**config.mk**
```make
export PLATFORM = sky130hd
export DESIGN_NAME = tpu_cmd_frontend
export DESIGN_NICKNAME = d
export VERILOG_FILES = /design/src/rtl/tpu_pkg.sv /design/src/rtl/tpu_cmd_frontend.sv
export SDC_FILE = /design/constraint.sdc
export NUM_CORES = 1
export LEC_CHECK = 0
export CORE_UTILIZATION = 40
export CTS_BUF_LIST = sky130_fd_sc_hd__clkbuf_8 sky130_fd_sc_hd__clkbuf_16
export CTS_CLUSTER_DIAMETER = 50
export DETAILED_ROUTE_END_ITERATION = 8
export PLACE_DENSITY_LB_ADDON = 0.1
export SYNTH_ARGS = -nofsm -noshare
export SYNTH_HDL_FRONTEND = slang
export SYNTH_SLANG_ARGS = --single-unit
```
**constraint.sdc**
```tcl
create_clock -name clk -period 6.3 [get_ports clk]
set_input_delay 1.89 -clock clk [delete_from_list [all_inputs] [get_ports clk]]
set_output_delay 1.89 -clock clk [all_outputs]
set_load 0.005 [all_outputs]
```
**src/rtl/tpu_pkg.sv**
```systemverilog
// tpu_pkg: command format, register map and status bit positions shared by the TPU front-end and control unit
package tpu_pkg;
  localparam int CMD_AW = 10;
  localparam int CMD_W  = 64;
  localparam logic [3:0] REG_DIMS     = 4'h0;
  localparam logic [3:0] REG_ADDR_AB  = 4'h1;
  localparam logic [3:0] REG_ADDR_CD  = 4'h2;
  localparam logic [3:0] REG_DOORBELL = 4'h3;
  localparam logic [3:0] REG_STATUS   = 4'h4;
  localparam logic [3:0] REG_CTRL     = 4'h5;
  localparam int ST_CMD_VALID = 0;
  localparam int ST_CORE_BUSY = 1;
  localparam int ST_IRQ_PEND  = 2;
  localparam int ST_ERR_OVF   = 3;
  localparam int ST_ERR_DIM   = 4;
  localparam int ST_ERR_SPUR  = 5;
  localparam int ST_OUTST_LSB = 8;
  localparam int ST_COMPL_LSB = 16;
  typedef struct packed {
    logic [CMD_AW-1:0] addr_d;
    logic [CMD_AW-1:0] addr_c;
    logic [CMD_AW-1:0] addr_b;
    logic [CMD_AW-1:0] addr_a;
    logic [7:0]        len_n;
    logic [7:0]        len_k;
    logic [7:0]        len_m;
  } command_t;
  function automatic logic [CMD_W-1:0] pack_cmd(input command_t c);
    return {c.addr_d, c.addr_c, c.addr_b, c.addr_a, c.len_n, c.len_k, c.len_m};
  endfunction
  function automatic logic len_ok(input logic [7:0] len, input logic [7:0] max);
    return len != 8'd0 && len <= max;
  endfunction
endpackage

```
**src/rtl/tpu_cmd_frontend.sv**
```systemverilog
// tpu_cmd_frontend: host register port that snapshots operand fields into commands and tracks their completion
module tpu_cmd_frontend
  import tpu_pkg::*;
#(
  parameter int ADDR_WIDTH           = CMD_AW,
  parameter int SYSTOLIC_ARRAY_WIDTH = 16,
  parameter int CNT_WIDTH            = 8
) (
  input  logic        clk,
  input  logic        rst,
  input  logic        reg_wr_en,
  input  logic        reg_rd_en,
  input  logic [3:0]  reg_addr,
  input  logic [31:0] reg_wdata,
  output logic [31:0] reg_rdata,
  output logic        reg_rvalid,
  output logic        cmd_valid,
  output logic [63:0] cmd_data,
  input  logic        cmd_ready,
  input  logic        core_busy,
  input  logic        done_irq,
  output logic        irq,
  output logic        idle
);
  if (4*ADDR_WIDTH+24 != 64 || ADDR_WIDTH != CMD_AW || CNT_WIDTH > 8) begin : g_bad_params
    $error("tpu_cmd_frontend: ADDR_WIDTH must fill the 64-bit command and counters must fit 8-bit status fields");
  end
  localparam logic [7:0] LEN_MAX = 8'(SYSTOLIC_ARRAY_WIDTH);
  logic [7:0]            len_m, len_k, len_n;
  logic [ADDR_WIDTH-1:0] addr_a, addr_b, addr_c, addr_d;
  logic                  irq_en, irq_pend, err_ovf, err_dim, err_spur;
  logic [CNT_WIDTH-1:0]  outstanding, completed;
  logic [31:0]           rd_mux, status;
  logic                  hs, doorbell, dims_ok, clr_pend, clr_err, unused_wdata;
  command_t              snap;
  assign hs           = cmd_valid && cmd_ready;
  assign doorbell     = reg_wr_en && reg_addr == REG_DOORBELL;
  assign dims_ok      = len_ok(len_m, LEN_MAX) && len_ok(len_k, LEN_MAX) && len_ok(len_n, LEN_MAX);
  assign clr_pend     = reg_wr_en && reg_addr == REG_CTRL && reg_wdata[8];
  assign clr_err      = reg_wr_en && reg_addr == REG_CTRL && reg_wdata[9];
  assign snap         = '{addr_d: addr_d, addr_c: addr_c, addr_b: addr_b, addr_a: addr_a,
                          len_n: len_n, len_k: len_k, len_m: len_m};
  assign irq          = irq_pend && irq_en;
  assign idle         = outstanding == '0 && !cmd_valid;
  assign unused_wdata = ^reg_wdata;
  // host-writable field and control registers
  always_ff @(posedge clk) begin
    if (rst) begin
      {len_m, len_k, len_n} <= '0;
      {addr_a, addr_b, addr_c, addr_d} <= '0;
      irq_en <= 1'b0;
    end else if (reg_wr_en) begin
      if (reg_addr == REG_DIMS) {len_n, len_k, len_m} <= reg_wdata[23:0];
      if (reg_addr == REG_ADDR_AB) begin
        addr_a <= reg_wdata[ADDR_WIDTH-1:0];
        addr_b <= reg_wdata[16+ADDR_WIDTH-1:16];
      end
      if (reg_addr == REG_ADDR_CD) begin
        addr_c <= reg_wdata[ADDR_WIDTH-1:0];
        addr_d <= reg_wdata[16+ADDR_WIDTH-1:16];
      end
      if (reg_addr == REG_CTRL) irq_en <= reg_wdata[0];
    end
  end
  // single-entry issue slot; a doorbell may refill it in the same cycle it drains
  always_ff @(posedge clk) begin
    if (rst) begin
      cmd_valid <= 1'b0;
      cmd_data  <= '0;
      err_dim   <= 1'b0;
      err_ovf   <= 1'b0;
    end else begin
      if (doorbell && dims_ok && (!cmd_valid || hs)) begin
        cmd_valid <= 1'b1;
        cmd_data  <= pack_cmd(snap);
      end else if (hs) begin
        cmd_valid <= 1'b0;
      end
      err_dim <= (doorbell && !dims_ok) || (err_dim && !clr_err);
      err_ovf <= (doorbell && dims_ok && cmd_valid && !hs) || (err_ovf && !clr_err);
    end
  end
  // outstanding/completed tracking and completion interrupt; set wins over clear
  always_ff @(posedge clk) begin
    if (rst) begin
      outstanding <= '0;
      completed   <= '0;
      irq_pend    <= 1'b0;
      err_spur    <= 1'b0;
    end else begin
      if (hs && !done_irq)
        outstanding <= outstanding == '1 ? outstanding : outstanding + CNT_WIDTH'(1);
      else if (done_irq && !hs)
        outstanding <= outstanding == '0 ? outstanding : outstanding - CNT_WIDTH'(1);
      completed <= completed + CNT_WIDTH'(done_irq);
      irq_pend  <= (done_irq && !hs && outstanding == CNT_WIDTH'(1)) || (irq_pend && !clr_pend);
      err_spur  <= (done_irq && !hs && outstanding == '0) || (err_spur && !clr_err);
    end
  end
  // status word assembly
  always_comb begin
    status = '0;
    status[ST_CMD_VALID] = cmd_valid;
    status[ST_CORE_BUSY] = core_busy;
    status[ST_IRQ_PEND]  = irq_pend;
    status[ST_ERR_OVF]   = err_ovf;
    status[ST_ERR_DIM]   = err_dim;
    status[ST_ERR_SPUR]  = err_spur;
    status[ST_OUTST_LSB +: CNT_WIDTH] = outstanding;
    status[ST_COMPL_LSB +: CNT_WIDTH] = completed;
  end
  // read data selection by word address
  always_comb begin
    rd_mux = '0;
    case (reg_addr)
      REG_DIMS:    rd_mux = {8'd0, len_n, len_k, len_m};
      REG_ADDR_AB: rd_mux = {{(16-ADDR_WIDTH){1'b0}}, addr_b, {(16-ADDR_WIDTH){1'b0}}, addr_a};
      REG_ADDR_CD: rd_mux = {{(16-ADDR_WIDTH){1'b0}}, addr_d, {(16-ADDR_WIDTH){1'b0}}, addr_c};
      REG_STATUS:  rd_mux = status;
      REG_CTRL:    rd_mux = {31'd0, irq_en};
      default:     rd_mux = '0;
    endcase
  end
  // registered read port; sees pre-write values when a write hits the same cycle
  always_ff @(posedge clk) begin
    if (rst) begin
      reg_rvalid <= 1'b0;
      reg_rdata  <= '0;
    end else begin
      reg_rvalid <= reg_rd_en;
      reg_rdata  <= reg_rd_en ? rd_mux : 32'd0;
    end
  end
endmodule

```
==> results of run 1 <==
-- Yosys cell counts, drive strengths merged (8+ instances only) --
cell type / number
nor2: 31
o31ai: 56
nor3b: 9
o21ai: 8
nand4: 59
a21oi: 148
dfxtp: 177
a22oi: 42
ha: 8
nand2: 138
buf: 29
clkbuf: 60
-- critical path: stages --
cell,delay (ns)
clkdlybuf4s50_1,0.63
nor4_4,1.03
nand2_1,0.86
nand2_1,0.29
a21oi_1,0.10
-- metal layers --
metal | share of wire [%] | global-route usage (%)
met1 | 42 | 31.19
met5 | 0 | 0
met3 | 6.4 | 6.144
met4 | 2.3 | 8.669
met2 | 49 | 40.79
-- final timing paths --
| path | depth (start not counted) | from | slack (ns) | end |
|---|---|---|---|---|
| max reg2reg | 6 | len_n[5] | 3.43 | cmd_data[30] |
| max | 5 | reg_addr[0] | 1.75 | len_k[6] |
| min reg2reg | 2 | cmd_data[51] | 0.47 | cmd_data[51] |
| min | 2 | cmd_data[51] | 0.47 | cmd_data[51] |
-- state kept, by name, summed over array words and instances, names as in the netlist, 8 cells and up --
register     cells
len_k            8
addr_d          10
cmd_data        64
addr_b          10
len_m            8
outstanding      8
len_n            8
reg_rdata       26
addr_c          10
addr_a          10
completed        8
-- cell type report --
type | instances | area, um^2 | area share, %
well taps | 229 | 286.5 | 3.115
repair buffers | 142 | 1389 | 15.10
multi-input cells | 570 | 3393 | 36.89
clock buffers | 22 | 494.2 | 5.373
flip-flops and latches | 177 | 3543 | 38.53
clock inverters | 8 | 65.06 | 0.7074
inverters | 7 | 26.28 | 0.2857
-- logic make-up (layout without fill, tap and decap cells) --
family | count (synthesis) | after routing
buffers and inverters | 96 | 179
adders and majority gates | 8 | 8
muxes | 4 | 4
AOI/OAI and AO/OA | 258 | 258
and+or+nand+nor | 282 | 282
DFF | 177 | 177
other | 1 | 6
xor gates and xnor gates | 12 | 12
-- through the flow --
step	instance area (um^2)	cells	utilization, %	hold slack, ns
2_1_floorplan	7352	843	-	0.4444
3_3_place_gp	8638	1125	48.09	0.4575
3_5_place_dp	8638	1125	48.09	0.4626
4_1_cts	9198	1155	51.20	0.4704
5_1_grt	9198	1155	51.20	0.4826
6_report	9198	1155	51.20	0.4657
-- power breakdown --
part / leakage (nW) / internal [mW] / switching [mW] / total, mW
combinational: 1.17 / 0.120 / 0.164 / 0.284
clock: 0.285 / 0.586 / 0.425 / 1.01
sequential: 1.43 / 1.15 / 0.0556 / 1.21
==> summary.txt, run 1 <==
Synth
  – Mapped Cells: 838
  – Post-synth EDFFs: 0
  – Distinct cells, synth: 45
  – Multiplexer share of the synthesized area: 0.5630%
  – Main synth FF type: dfxtp_1
  – Simple-gate portion of the synthesized area: 18.99%
  – Post-synthesis sequential area ratio: 48.32%
  – Synth area leader: dfxtp_1
  – Ys Warns: 0
  – Compound-Gate Fraction of Synth Area: 23.14%
  – Adder-cell share of the synthesized area: 1.365%
  – XOR/XNOR share of the synthesized area: 1.433%
  – Synth top area cells: dfxtp_1 48%, a21oi_1 10%, nand2_1 7.1%
  – #FFs+latches synth: 177
  – Avg Cell Area, Syn: 8.751 um^2
  – Area share of the largest cell type after synthesis: 48.32%
  – Synth async-reset ratio: 0%
  – Largest family of logic cells by synthesized area: compound AO/OA/AOI/OAI gates
  – Mapped Area: 7333 um^2

Clocking
  – H-tree levels: 4
  – CTS tree: done
  – Post-CTS resize count: 0
  – Max clock buf depth: 2
  – Root Buffer: clkbuf_16
  – Cts bufs inserted: 17
  – Clk sink count: 177
  – Hold buffer count at cts: 0
  – Clock-pin slew on the worst setup and hold paths: 0.06 ns
  – Skew-Pair Late Insertion Delay: 0.43 ns
  – Post-CTS setup buffers: 0

Detailed routing
  – Routed len/inst: 19.82 um
  – Vias/cell: 5.825
  – Vias: 6728
  – Initial DRC count: 552
  – Total routed wirelength: 22.89 mm
  – Number of routed nets with antenna violations: 0
  – Drt pass-1 iters: 5
  – # DRC: 0

Cells and area
  – Antenna Cells: 0
  – Area growth syn-to-layout: 25.42%
  – Commonest non-fill, non-tap cells in the layout: 177 x dfxtp_1, 148 x a21oi_1, 138 x nand2_1
  – Leading cell type in the layout, fill and taps excluded: dfxtp_1
  – # fillers: 1698
  – Share of layout cells above drive strength 1: 8.639%
  – Fin nets: 966

Die
  – Io pins: 143
  – Die Ht: 137.4 um
  – Core box area: 17960 um^2
  – Rows: 49
  – Initial Utilization: 40.82%
  – Die width: 137.4 um
  – Die ar.: 18880 um^2

STA
  – Fin crit period: 4.547 ns
  – Period utilization: 72.18%
  – Setup TNS: 0 ns
  – Final Slew Violations: 0
  – Peak Freq: 0.2199 GHz
  – Final setup vio count: 0
  – Rel. slew slack: 19.35%
  – Setup Skew: 0.005133 ns
  – Hold Fails Final Rpt: 0
  – Worst-margin pin slew: 1.210 ns
  – RSZ-0062 raised after global routing: no
  – Final worst-path setup slack: 1.753 ns

Setup path
  – Crit path max fanout: 24
  – Startpoint Class: input pin
  – CP Data Arrival Time: 4.81 ns
  – Worst Path Required: 6.57 ns
  – CP endpoint kind: register
  – Crit path kind: input pin to register

Placed design
  – Pre-CTS setup slack: 1.408 ns
  – IO Port Bufs: 130
  – Final HPWL DP: 15.09 mm
  – RePlAce Congestion: 0.9360

Worst hold path
  – Worst min path class: register to register

Global routing
  – GRT Total Usage: 24.73%
  – First-pass GRT wire length: 35.45 mm
  – Initial antenna violation count: 0
  – Vias in the first global route: 6451
  – Largest net degree at the start of global routing: 90
  – Total global routing overflow: 0

Pwr
  – PD cells: 272.2 nW/um^2
  – Tot Pwr: 2.504 mW
  – VDD IR-drop max: 197.3 uV
  – Leakage Power: 2.880 nW

Job
  – Max-cap violations: 0

Run status
  – Outcome: finished clean
Power figures use the tool's default switching activity.
==> run 2, diff against run 1 <==
==> constraint.sdc (replaced) <==
create_clock -name clk -period 4.5 [get_ports clk]
set_input_delay 1.35 -clock clk [delete_from_list [all_inputs] [get_ports clk]]
set_output_delay 1.35 -clock clk [all_outputs]
set_load 0.005 [all_outputs]
==> summary.txt, run 2 (same netlist as run 1, synthesis figures left out) <==
Run status
  – Outcome: finished clean

Pwr
  – Sw Ratio: 24.32% (-1.4 points)
  – P_int: 2.808 mW (+51%)
  – Tot Pwr: 3.711 mW (+48%)
  – P_sw: 0.9023 mW (+40%)
  – Clk pwr share: 43.7% (+3.3 points)
  – PD cells: 396.2 nW/um^2 (+46%)
  – VDD IR-drop max: 276.1 uV (+40%)
  – Sequential Power Share: 45.7% (-2.6 points)
  – Leakage Power: 2.962 nW (+2.9%)
  – Gate power share: 10.6% (-0.7 points)

Die
  – Die Ht: 137.4 um (unchanged)
  – Die width: 137.4 um (unchanged)
  – Die ar.: 18880 um^2 (unchanged)
  – Io pins: 143 (unchanged)
  – Rows: 49 (unchanged)
  – Core box area: 17960 um^2 (unchanged)
  – Initial Utilization: 40.82% (unchanged)

STA
  – Setup Skew: 0.007967 ns (+0.002834 ns)
  – Setup TNS: 0 ns (unchanged)
  – RSZ-0062 raised after global routing: no
  – Hold WS: 0.4680 ns (+0.002254 ns)
  – Final setup vio count: 0 (unchanged)
  – Period utilization: 80.99%
  – Final worst-path setup slack: 0.8554 ns (-0.8974 ns)
  – Final Slew Violations: 0 (unchanged)
  – Rel. slew slack: 37.55% (+18 points)
  – Hold Fails Final Rpt: 0 (unchanged)
  – Peak Freq: 0.2744 GHz
  – Fin crit period: 3.645 ns
  – Worst-margin pin slew: 0.9345 ns (-0.2753 ns)

Cells and area
  – Share of layout cells above drive strength 1: 9.733% (+1.1 points)
  – Max reg flops: 64 (unchanged)
  – Fin nets: 975 (+0.93%)
  – Reg with most FFs: cmd_data
  – Antenna Cells: 0 (unchanged)
  – Area growth syn-to-layout: 27.73%
  – Final core utilization: 52.14% (+0.94 points)
  – Leading cell type in the layout, fill and taps excluded: dfxtp_1
  – # fillers: 1651 (-2.8%)
  – Biggest regs: cmd_data (64), reg_rdata (26)
  – Commonest non-fill, non-tap cells in the layout: 177 x dfxtp_1, 148 x a21oi_1, 138 x nand2_1

Global routing
  – Total global routing overflow: 0 (unchanged)
  – Largest net degree at the start of global routing: 77 (-14%)
  – GRT Total Usage: 24.64% (-0.083 points)
  – Vias in the first global route: 6566 (+1.8%)
  – First-pass GRT wire length: 35.45 mm (unchanged)
  – Initial antenna violation count: 0 (unchanged)

Detailed routing
  – Vias/cell: 5.802 (-0.39%)
  – Total routed wirelength: 22.49 mm (-1.8%)
  – # DRC: 0 (unchanged)
  – Vias: 6754 (+0.39%)
  – Drt pass-1 iters: 5 (unchanged)
  – Initial DRC count: 508 (-8.0%)
  – Routed len/inst: 19.32 um (-2.5%)
  – Number of routed nets with antenna violations: 0 (unchanged)

Clocking
  – Cts bufs inserted: 17 (unchanged)
  – Root Buffer: clkbuf_16
  – Clock-pin slew on the worst setup and hold paths: 0.06 ns (about the same)
  – Skew-Pair Late Insertion Delay: 0.42 ns (about the same)
  – Clk sink count: 177 (unchanged)
  – H-tree levels: 4 (unchanged)
  – Post-CTS resize count: 0 (unchanged)
  – Hold buffer count at cts: 0 (unchanged)
  – Max clock buf depth: 2 (unchanged)
  – CTS tree: done
  – Post-CTS setup buffers: 0 (unchanged)

Setup path
  – CP Depth: 9 (+4)
  – CP cell instances: clkdlybuf4s50_1 -> nand2_1 -> inv_1 -> ha_1 -> and4_1 -> a41oi_1 -> o21ai_1 -> or4_1 -> a21oi_1
  – Crit-path slowest cell: or4_1
  – Worst Path Required: 4.85 ns (-1.72 ns)
  – CP Data Arrival Time: 3.99 ns (-0.82 ns)
  – CP endpoint kind: register
  – Crit path kind: input pin to register
  – Startpoint Class: input pin
  – R2r worst-path depth: 8 (+2)
  – Crit-path max cell delay: 0.60 ns (-0.43 ns)
  – CP Buf/Inv Count: 2 (+1)
  – Crit path max fanout: 12 (-50%)
  – Family with the most delay on the worst path: simple AND/OR/NAND/NOR gates

Placed design
  – Final HPWL DP: 14.93 mm (-1.1%)
  – Pre-CTS setup slack: 0.4148 ns (-0.9934 ns)
  – IO Port Bufs: 130 (unchanged)
  – RePlAce Congestion: 0.8273 (-12%)

Worst hold path
  – Worst min path class: register to register
  – Hold depth: 2 (unchanged)

Job
  – Max-cap violations: 0 (unchanged)
==> run 2: changes by cell type in the layout (fill, tap and decap cells not counted) <==
cell        previous run  this run
nor2_1                30        31
clkinv_4               0         2
nor2_2                 1         0
clkbuf_8               5         3
buf_12                 0         1
buf_4                 13        21
inv_1                 11         8
clkinvlp_4             2         1
bufinv_16              1         5
==> run 2: cell type report <==
class,instances,area (um^2),share of cell area [%]
Inverter,7,26.28,0.2805
Timing Repair Buffer,151,1469,15.68
Tap cell,229,286.5,3.059
Sequential cell,177,3543,37.83
Clock inverter,10,183.9,1.964
Clock buffer,20,466.7,4.983
Multi-Input combinational cell,570,3391,36.20
==> run 2: final timing paths <==
check,endpoint,slack (ns),start
hold / removal,cmd_data[51],0.47,cmd_data[51]
setup reg to reg,outstanding[6],1.93,cmd_valid
setup / recovery,outstanding[6],0.86,cmd_ready
hold reg to reg,cmd_data[51],0.47,cmd_data[51]
==> run 2: power groups by stage <==
stage | clock network [mW] | registers (mW) | logic, mW
floorplan | 0 | 1.69 | 0.276
global placement | 0 | 1.72 | 0.377
detailed placement | 0 | 1.72 | 0.391
CTS | 1.65 | 1.69 | 0.394
global route | 1.71 | 1.70 | 0.443
finish | 1.62 | 1.69 | 0.394
==> run 2: layer usage <==
metal / track usage, % / routed length, um
met1: 31.75 / 9671
met2: 39.45 / 10650
met3: 4.783 / 1464
met4: 11.72 / 703
met5: 0 / 0
==> run 2: metrics by stage <==
stage	cells	instance area, um^2
global placement	1134	8716
global route	1164	9366
CTS	1164	9366
finish	1164	9366
floorplan	843	7352
detailed placement	1134	8716
==> run 2: tightest hold or removal path: stages, from the launching register on <==
cell	delay, ns
dfxtp_1	0.32
o31ai_2	0.05
a21oi_1	0.05
